--- src/rtl/shift_ser_pkg.sv ---
// Shared types for the parallel-to-serial transmit controller.
package shift_ser_pkg;

   typedef enum logic [1:0] {
      IDLE  = 2'd0,
      SHIFT = 2'd1,
      GAP   = 2'd2
   } state_t;

   localparam int IDX_W_DEF = 3;

   // bit_idx width for a given word length (WIDTH >= 2)
   function automatic int idx_w(input int width);
      return (width < 2) ? 1 : $clog2(width);
   endfunction

endpackage

--- src/rtl/shift_reg_core.sv ---
// WIDTH-bit load/shift register; o_tap_nxt is the bit at the transmit head after this edge.
module shift_reg_core
   import shift_ser_pkg::*;
#(
   parameter int WIDTH = 8
) (
   input  logic             clk,
   input  logic             rst_n,
   input  logic             i_load,
   input  logic             i_shift_en,
   input  logic             i_dir,
   input  logic [WIDTH-1:0] i_data,
   output logic             o_tap_nxt
);

   logic [WIDTH-1:0] r_sr;

   always_ff @(posedge clk or negedge rst_n) begin
      if (!rst_n) begin
         r_sr <= '0;
      end else if (i_load) begin
         r_sr <= i_data;
      end else if (i_shift_en) begin
         r_sr <= i_dir ? {1'b0, r_sr[WIDTH-1:1]} : {r_sr[WIDTH-2:0], 1'b0};
      end
   end

   // i_dir=1 sends LSB first, so the head is bit 0 and the register moves right
   assign o_tap_nxt = i_load ? (i_dir ? i_data[0] : i_data[WIDTH-1])
                             : (i_dir ? r_sr[1]   : r_sr[WIDTH-2]);

endmodule

--- src/rtl/shift_ser_ctrl.sv ---
// Parallel-to-serial transmitter: valid/ready word intake, WIDTH-cycle frame, programmable idle gap.
module shift_ser_ctrl
   import shift_ser_pkg::*;
#(
   parameter int   WIDTH    = 8,
   parameter int   GAP_W    = 4,
   parameter logic IDLE_LVL = 1'b0,
   localparam int  IW       = idx_w(WIDTH)
) (
   input  logic             clk,
   input  logic             rst_n,
   input  logic             s_valid,
   output logic             s_ready,
   input  logic [WIDTH-1:0] s_data,
   input  logic             lsb_first,
   input  logic [GAP_W-1:0] gap_len,
   output logic             ser_out,
   output logic             ser_en,
   output logic [IW-1:0]    bit_idx,
   output logic             busy,
   output logic             done
);

   state_t           r_state, w_state_nxt;
   logic             r_live;
   logic             r_lsb;
   logic             r_ser_out;
   logic [GAP_W-1:0] r_gap_len;
   logic [GAP_W-1:0] r_gap_cnt;
   logic [IW-1:0]    r_bit_idx;

   logic w_last, w_accept, w_shift_en, w_dir, w_tap_nxt;

   assign w_last     = (r_state == SHIFT) && (r_bit_idx == IW'(WIDTH - 1));
   // r_live keeps s_ready low until the first edge after reset release
   assign s_ready    = r_live && ((r_state == IDLE) || (w_last && (r_gap_len == '0)));
   assign w_accept   = s_valid && s_ready;
   assign w_shift_en = (r_state == SHIFT) && !w_last;
   assign w_dir      = w_accept ? lsb_first : r_lsb;

   shift_reg_core #(.WIDTH(WIDTH)) u_core (
      .clk        (clk),
      .rst_n      (rst_n),
      .i_load     (w_accept),
      .i_shift_en (w_shift_en),
      .i_dir      (w_dir),
      .i_data     (s_data),
      .o_tap_nxt  (w_tap_nxt)
   );

   always_ff @(posedge clk or negedge rst_n) begin
      if (!rst_n) r_state <= IDLE;
      else        r_state <= w_state_nxt;
   end

   always_comb begin
      w_state_nxt = r_state;
      case (r_state)
         IDLE:    if (w_accept) w_state_nxt = SHIFT;
         SHIFT: begin
            if (w_last) begin
               if (w_accept)               w_state_nxt = SHIFT;
               else if (r_gap_len == '0)   w_state_nxt = IDLE;
               else                        w_state_nxt = GAP;
            end
         end
         GAP:     if (r_gap_cnt == GAP_W'(1)) w_state_nxt = IDLE;
         default: w_state_nxt = IDLE;
      endcase
   end

   always_ff @(posedge clk or negedge rst_n) begin
      if (!rst_n) begin
         r_live    <= 1'b0;
         r_lsb     <= 1'b0;
         r_gap_len <= '0;
         r_gap_cnt <= '0;
         r_bit_idx <= '0;
         r_ser_out <= IDLE_LVL;
      end else begin
         r_live <= 1'b1;
         if (w_accept) begin
            r_lsb     <= lsb_first;
            r_gap_len <= gap_len;
         end
         // staying in SHIFT without a fresh accept means the frame continues
         r_bit_idx <= ((w_state_nxt == SHIFT) && !w_accept) ? r_bit_idx + IW'(1) : '0;
         if (w_last)
            r_gap_cnt <= r_gap_len;
         else if (r_state == GAP)
            r_gap_cnt <= r_gap_cnt - GAP_W'(1);
         r_ser_out <= (w_state_nxt == SHIFT) ? w_tap_nxt : IDLE_LVL;
      end
   end

   assign ser_out = r_ser_out;
   assign ser_en  = (r_state == SHIFT);
   assign bit_idx = r_bit_idx;
   assign busy    = (r_state != IDLE);
   assign done    = w_last;

endmodule
--- config.mk ---
export PLATFORM = sky130hd
export DESIGN_NAME = shift_ser_ctrl
export DESIGN_NICKNAME = d
export VERILOG_FILES = /design/src/rtl/shift_ser_pkg.sv /design/src/rtl/shift_reg_core.sv /design/src/rtl/shift_ser_ctrl.sv
export SDC_FILE = /design/constraint.sdc
export NUM_CORES = 1
export LEC_CHECK = 0
export ABC_AREA = 1
export CAP_MARGIN = 10
export CORE_MARGIN = 2
export CORE_UTILIZATION = 65
export DETAILED_ROUTE_END_ITERATION = 16
export DONT_BUFFER_PORTS = 1
export GPL_TIMING_DRIVEN = 1
export PLACE_DENSITY_LB_ADDON = 0.08
export SYNTH_ARGS = -nofsm -noshare
export SYNTH_HDL_FRONTEND = slang
export SYNTH_SLANG_ARGS = --single-unit
--- constraint.sdc ---
create_clock -name clk -period 2.3 [get_ports clk]
set_input_delay 0.46 -clock clk [delete_from_list [all_inputs] [get_ports clk]]
set_output_delay 0.46 -clock clk [all_outputs]
set_load 0.01 [all_outputs]
* Word level (Yosys, flattened, before mapping)
Cells that the tools add are included.
** Operators by class
- Add/subtract/negate cells :: 2
- Equality and inequality tests :: 5
- Mux-type cells :: 17
- Reduce and logical (&&, ||, !) cells :: 14
** Operator list (count)
- 2-to-1 mux 8 bit :: 3
- 2-to-1 mux 2 bit :: 5
- 2-to-1 mux 4 bit :: 2
- logical AND 1 bit :: 6
- case mux 2 bit (3 select lines) :: 1
- nonzero test 2 bit :: 3
- 2-to-1 mux 1 bit :: 5
- equality test 2 x 1 -> 1 bit (second input constant) :: 2
- equality test 4 x 1 -> 1 bit (second input constant) :: 1
- logical NOT 4 bit :: 1
- subtractor 4 x 1 -> 4 bit (second input constant) :: 1
- adder 3 x 1 -> 3 bit (second input constant) :: 1
- equality test 3 bit (second input constant) :: 1
- 2-to-1 mux 3 bit :: 1
- equality test 2 bit (second input constant) :: 1
- logical NOT 1 bit :: 2
- logical NOT 2 bit :: 1
- logical OR 1 bit :: 1
** Storage, ports and cells
- Flip-flop bits (word level) :: 24

* Depth between registers and ports, before layout
- Depth after elaboration :: 12
- Depth in mapped cells :: 10

* Cells and area by module
Synthesis repeated with hierarchy kept, for this count alone.
** Unflattened totals
- Cells, all modules :: 159
- Area total of the unflattened synthesis :: 1285.0 um^2
** Modules (own cells, without submodules)
- shift_ser_ctrl :: times used 1, cells each 84, area each 778.2 um^2
- shift_reg_core :: times used 1, cells each 75, area each 506.7 um^2

* Least setup slack after synthesis
OpenSTA, ideal clock, no wires.
- Path type :: register to output
- From :: register r_bit_idx[0] (netlist: bit_idx[0])
- To :: output s_ready
- Data arrival time :: 1.284 ns
- Setup slack :: 0.556 ns
- Cell stages (with the launch flop) :: 6
- Buffers on the path :: 0
- Cells stage by stage :: dfrtp_1 > ha_1 > ha_1 > nand3_4 > o21ai_4 > and2_2
** On the way
- Word-level cells in the longest chain between the ends :: 5
** RTL lines
- start: declaration :: RTL line shift_ser_ctrl.sv:30 : logic [IW-1:0] r_bit_idx;
- start signal: assignment :: RTL line shift_ser_ctrl.sv:87 : r_bit_idx <= ((w_state_nxt == SHIFT) && !w_accept) ? r_bit_idx + IW'(1) : '0;
- equality test 3 bit :: RTL line shift_ser_ctrl.sv:34 : assign w_last = (r_state == SHIFT) && (r_bit_idx == IW'(WIDTH - 1));
- logical AND 1 bit :: RTL line shift_ser_ctrl.sv:34
- logical AND 1 bit :: RTL line shift_ser_ctrl.sv:36 : assign s_ready = r_live && ((r_state == IDLE) || (w_last && (r_gap_len == '0)));
- logical OR 1 bit :: RTL line shift_ser_ctrl.sv:36
- logical AND 1 bit :: RTL line shift_ser_ctrl.sv:36
- end: declaration :: RTL line shift_ser_ctrl.sv:13 : output logic s_ready,
Every way passes these cells.

* Final worst setup path
Same ends and word-level chain as after synthesis.

==> flow_summary_export.csv <==
group,metric,value,unit
cells_and_area,fillers,140,
yosys,synthCells,150,
cells_and_area,drive_gt1_frac,0.1234,
yosys,synth_flop_cell,"dfrtp_1",
hold_path,whs_path_depth,2,
setup_path,regToRegEndpoint,"ser_out",
yosys,synth_fa_ha_area_frac,0.03953,
setup_path,r2r_slack,0.34,ns
cells_and_area,area_delta_synth_final,6.818,%
floorplan,ioPinCount,24,
sta,worst_pin_slew,1.056,ns
pwr,p_leak,0.0006914,uW
sta,finClkSkew,0.01140,ns
setup_path,cp_max_fo,5,
detailed_routing,postRouteAntennaNets,0,
yosys,synth_area,1266,um2
pwr,max-vdd-ir-drop,0.8932,mV
floorplan,die_w,48.14,um
sta,hold_viol_final,0,
yosys,synthSimpleGateAreaFrac,0.3281,
detailed_routing,vias,972,
pwr,p_per_area,1350,nW/um2
clock_network,postCtsSetupBuffers,0,
clock_network,worstSkewPairLatency,0.32,ns
cells_and_area,post-route-util,0.7586,
clock_network,cts_buffers,3,
sta,setup_viol,0,
cells_and_area,antennaDiodeCount,0,
yosys,synth.mux.area_fraction,0,
yosys,synth_edf_count,0,
grt,grt-ovfl-total,0,
run,maxCapViolCount,0,
clock_network,clock-root-buffer,"clkbuf_4",
setup_path,arrival,1.73,ns
placed_design,gp_congestion,0.7865,
yosys,synthTopCellsByArea,"dfrtp_1 47%, nand2_1 14%, nand3_1 9.1%, inv_1 5.9%, ha_1 4.0%",
yosys,synth_cell_types,23,
yosys,synth-compound-area-share,0.07016,
clock_network,cts_num_sinks,24,
sta,maxSlewHeadroom,0.2937,
setup_path,criticalPathCategory,"reg -> out",
placed_design,io_buffers,0,
cells_and_area,nets,175,
detailed_routing,first_iter_violations,23,
setup_path,startpoint,"bit_idx[0]",
clock_network,cts.path.max_buffers,2,
cells_and_area,final_area,1353,um2
hold_path,hold_class,"in -> reg",
sta,timing.final.crit_share,0.9514,
setup_path,reg2reg_depth,10,
hold_path,hp-start,"gap_len[0]",
yosys,syn_nets,170,
detailed_routing,via_per_inst,5.430,
run_status,status,"finished clean",
placed_design,placed_area,1290,um2
placed_design,hpwlAfterDp,1700,um
yosys,synth_top_family_by_area,"simple AND/OR/NAND/NOR gates",
detailed_routing,drc,0,
grt,grtUsageTotal,0.2562,
sta,finalMaxSlewViolations,0,
yosys,syn_area_per_cell,8.441,um2
yosys,synth_top_cell_by_area,"dfrtp_1",
yosys,async_flop_share,1.000,
detailed_routing,route.detailed.wl_per_inst,13.59,um
yosys,synth_warnings,0,
sta,rsz0062_at_grt,"false",
floorplan,core_area,1783,um2
floorplan,std_cell_rows,15,
setup_path,critPathRequiredTime,1.84,ns
grt,grt_pass1_vias,917,
yosys,yosysSeqAreaShare,0.4743,
clock_network,htree_levels,1,
setup_path,critPathCapture,"s_ready",
setup_path,crit_path_start_kind,"flip-flop",
sta,fmax,0.4570,GHz
clock_network,path_clk_slew,0.14,ns
yosys,synth-seq-cells,24,
detailed_routing,drtPass1Iterations,4,
setup_path,cp-end-kind,"output pin",
yosys,synth_xor_area_frac,0.006917,
floorplan,die-area,2317,um2
cells_and_area,final_cell_mix,"46 x nand2_1, 24 x dfrtp_1, 23 x nand3_1",
setup_path,rr_startpoint,"bit_idx[0]",
clock_network,cts_tree,"yes",
yosys,synth_top_area_share,0.4743,
floorplan,start_util,0.7102,
grt,antenna_found_initial,0,
sta,setup-tns-final,0,ns
floorplan,fp.dieH,48.14,um
sta,fin_crit,2.188,ns
grt,grt_max_degree,25,
detailed_routing,wl,2433,um
cells_and_area,mostFrequentLayoutCell,"nand2_1",
grt,grt_pass1_wl,4008,um
sequential cells by signal (all words and copies together), names as in the netlist:
name / count
ser_out: 1
u_core.r_sr: 8
r_lsb: 1
r_gap_cnt: 4
r_gap_len: 4
r_state: 2
bit_idx: 3
r_live: 1
layout make-up:
type                       instances  area [um2]  share of cell area
timing repair buffer               1       10.01            0.007401
clock buffer                       3       22.52             0.01665
clock inverter                     1       30.03             0.02220
inverter                          24       91.34             0.06753
sequential                        24       600.6              0.4440
multi-input combinational        101       566.8              0.4191
tap                               25       31.28             0.02313
timing repair:
action	4_1_cts	5_1_grt
endpoints found under the hold margin	24	0
setup endpoints to repair	0	1
hold buffers	1	0
resized for setup	0	0
worst min path at each step:
| stage | endpoint |
|---|---|
| after floorplan | bit_idx[0] |
| after global placement | r_gap_cnt[2] |
| after detailed placement | r_gap_cnt[3] |
| after CTS | r_gap_len[0] |
| after global routing | u_core.r_sr[0] |
| final | r_gap_len[0] |
layer usage:
| metal | vias to the layer above | wire (um) | global-route usage |
|---|---|---|---|
| met3 | 4 | 178 | 0.09259 |
| met5 | - | 0 | 0 |
| met2 | 30 | 1163 | 0.4027 |
| li1 | 491 | - | - |
| met1 | 447 | 1063 | 0.3325 |
| met4 | 0 | 27 | 0.08108 |
logic make-up after synthesis:
| group | count (synthesis) |
|---|---|
| other | 1 |
| adders and majority gates | 4 |
| AOI/OAI and AO/OA | 11 |
| DFF | 24 |
| buffers and inverters | 25 |
| and+or+nand+nor | 84 |
| xor gates and xnor gates | 1 |
cells in the mapped netlist (2+ instances only):
master / n
ha_1: 4
o21ai_0: 2
nand2_1: 46
nand3_4: 2
dfrtp_1: 24
nor2_1: 6
inv_1: 20
o221ai_1: 3
o211ai_1: 3
nor2_2: 2
inv_2: 3
nand2_4: 2
nand3_1: 23
through the flow:
| stage | cells | setup slack, ns | hold slack [ns] | power, uW |
|---|---|---|---|---|
| CTS | 179 | 0.06864 | 0.2395 | 1828 |
| floorplan | 150 | 0.5564 | 0.1644 | 1348 |
| global placement | 174 | 0.4355 | 0.1649 | 1472 |
| finish | 179 | 0.1118 | 0.2418 | 1825 |
| detailed placement | 174 | 0.3327 | 0.1650 | 1501 |
| global route | 179 | 0.01299 | 0.2456 | 1987 |
where the power goes:
group	switching (uW)	leakage, uW	internal (uW)
Clock	130	0.0000279	176
Combinational	492	0.000363	277
Sequential	142	0.000301	608
critical path, cell delays in order (launching register included):
cell and delay [ns]:
dfrtp_1 0.45, ha_1 0.18, ha_1 0.22, nand3_4 0.13, o21ai_4 0.21, and2_2 0.21
Note: power is estimated with default switching activity, not from simulation.
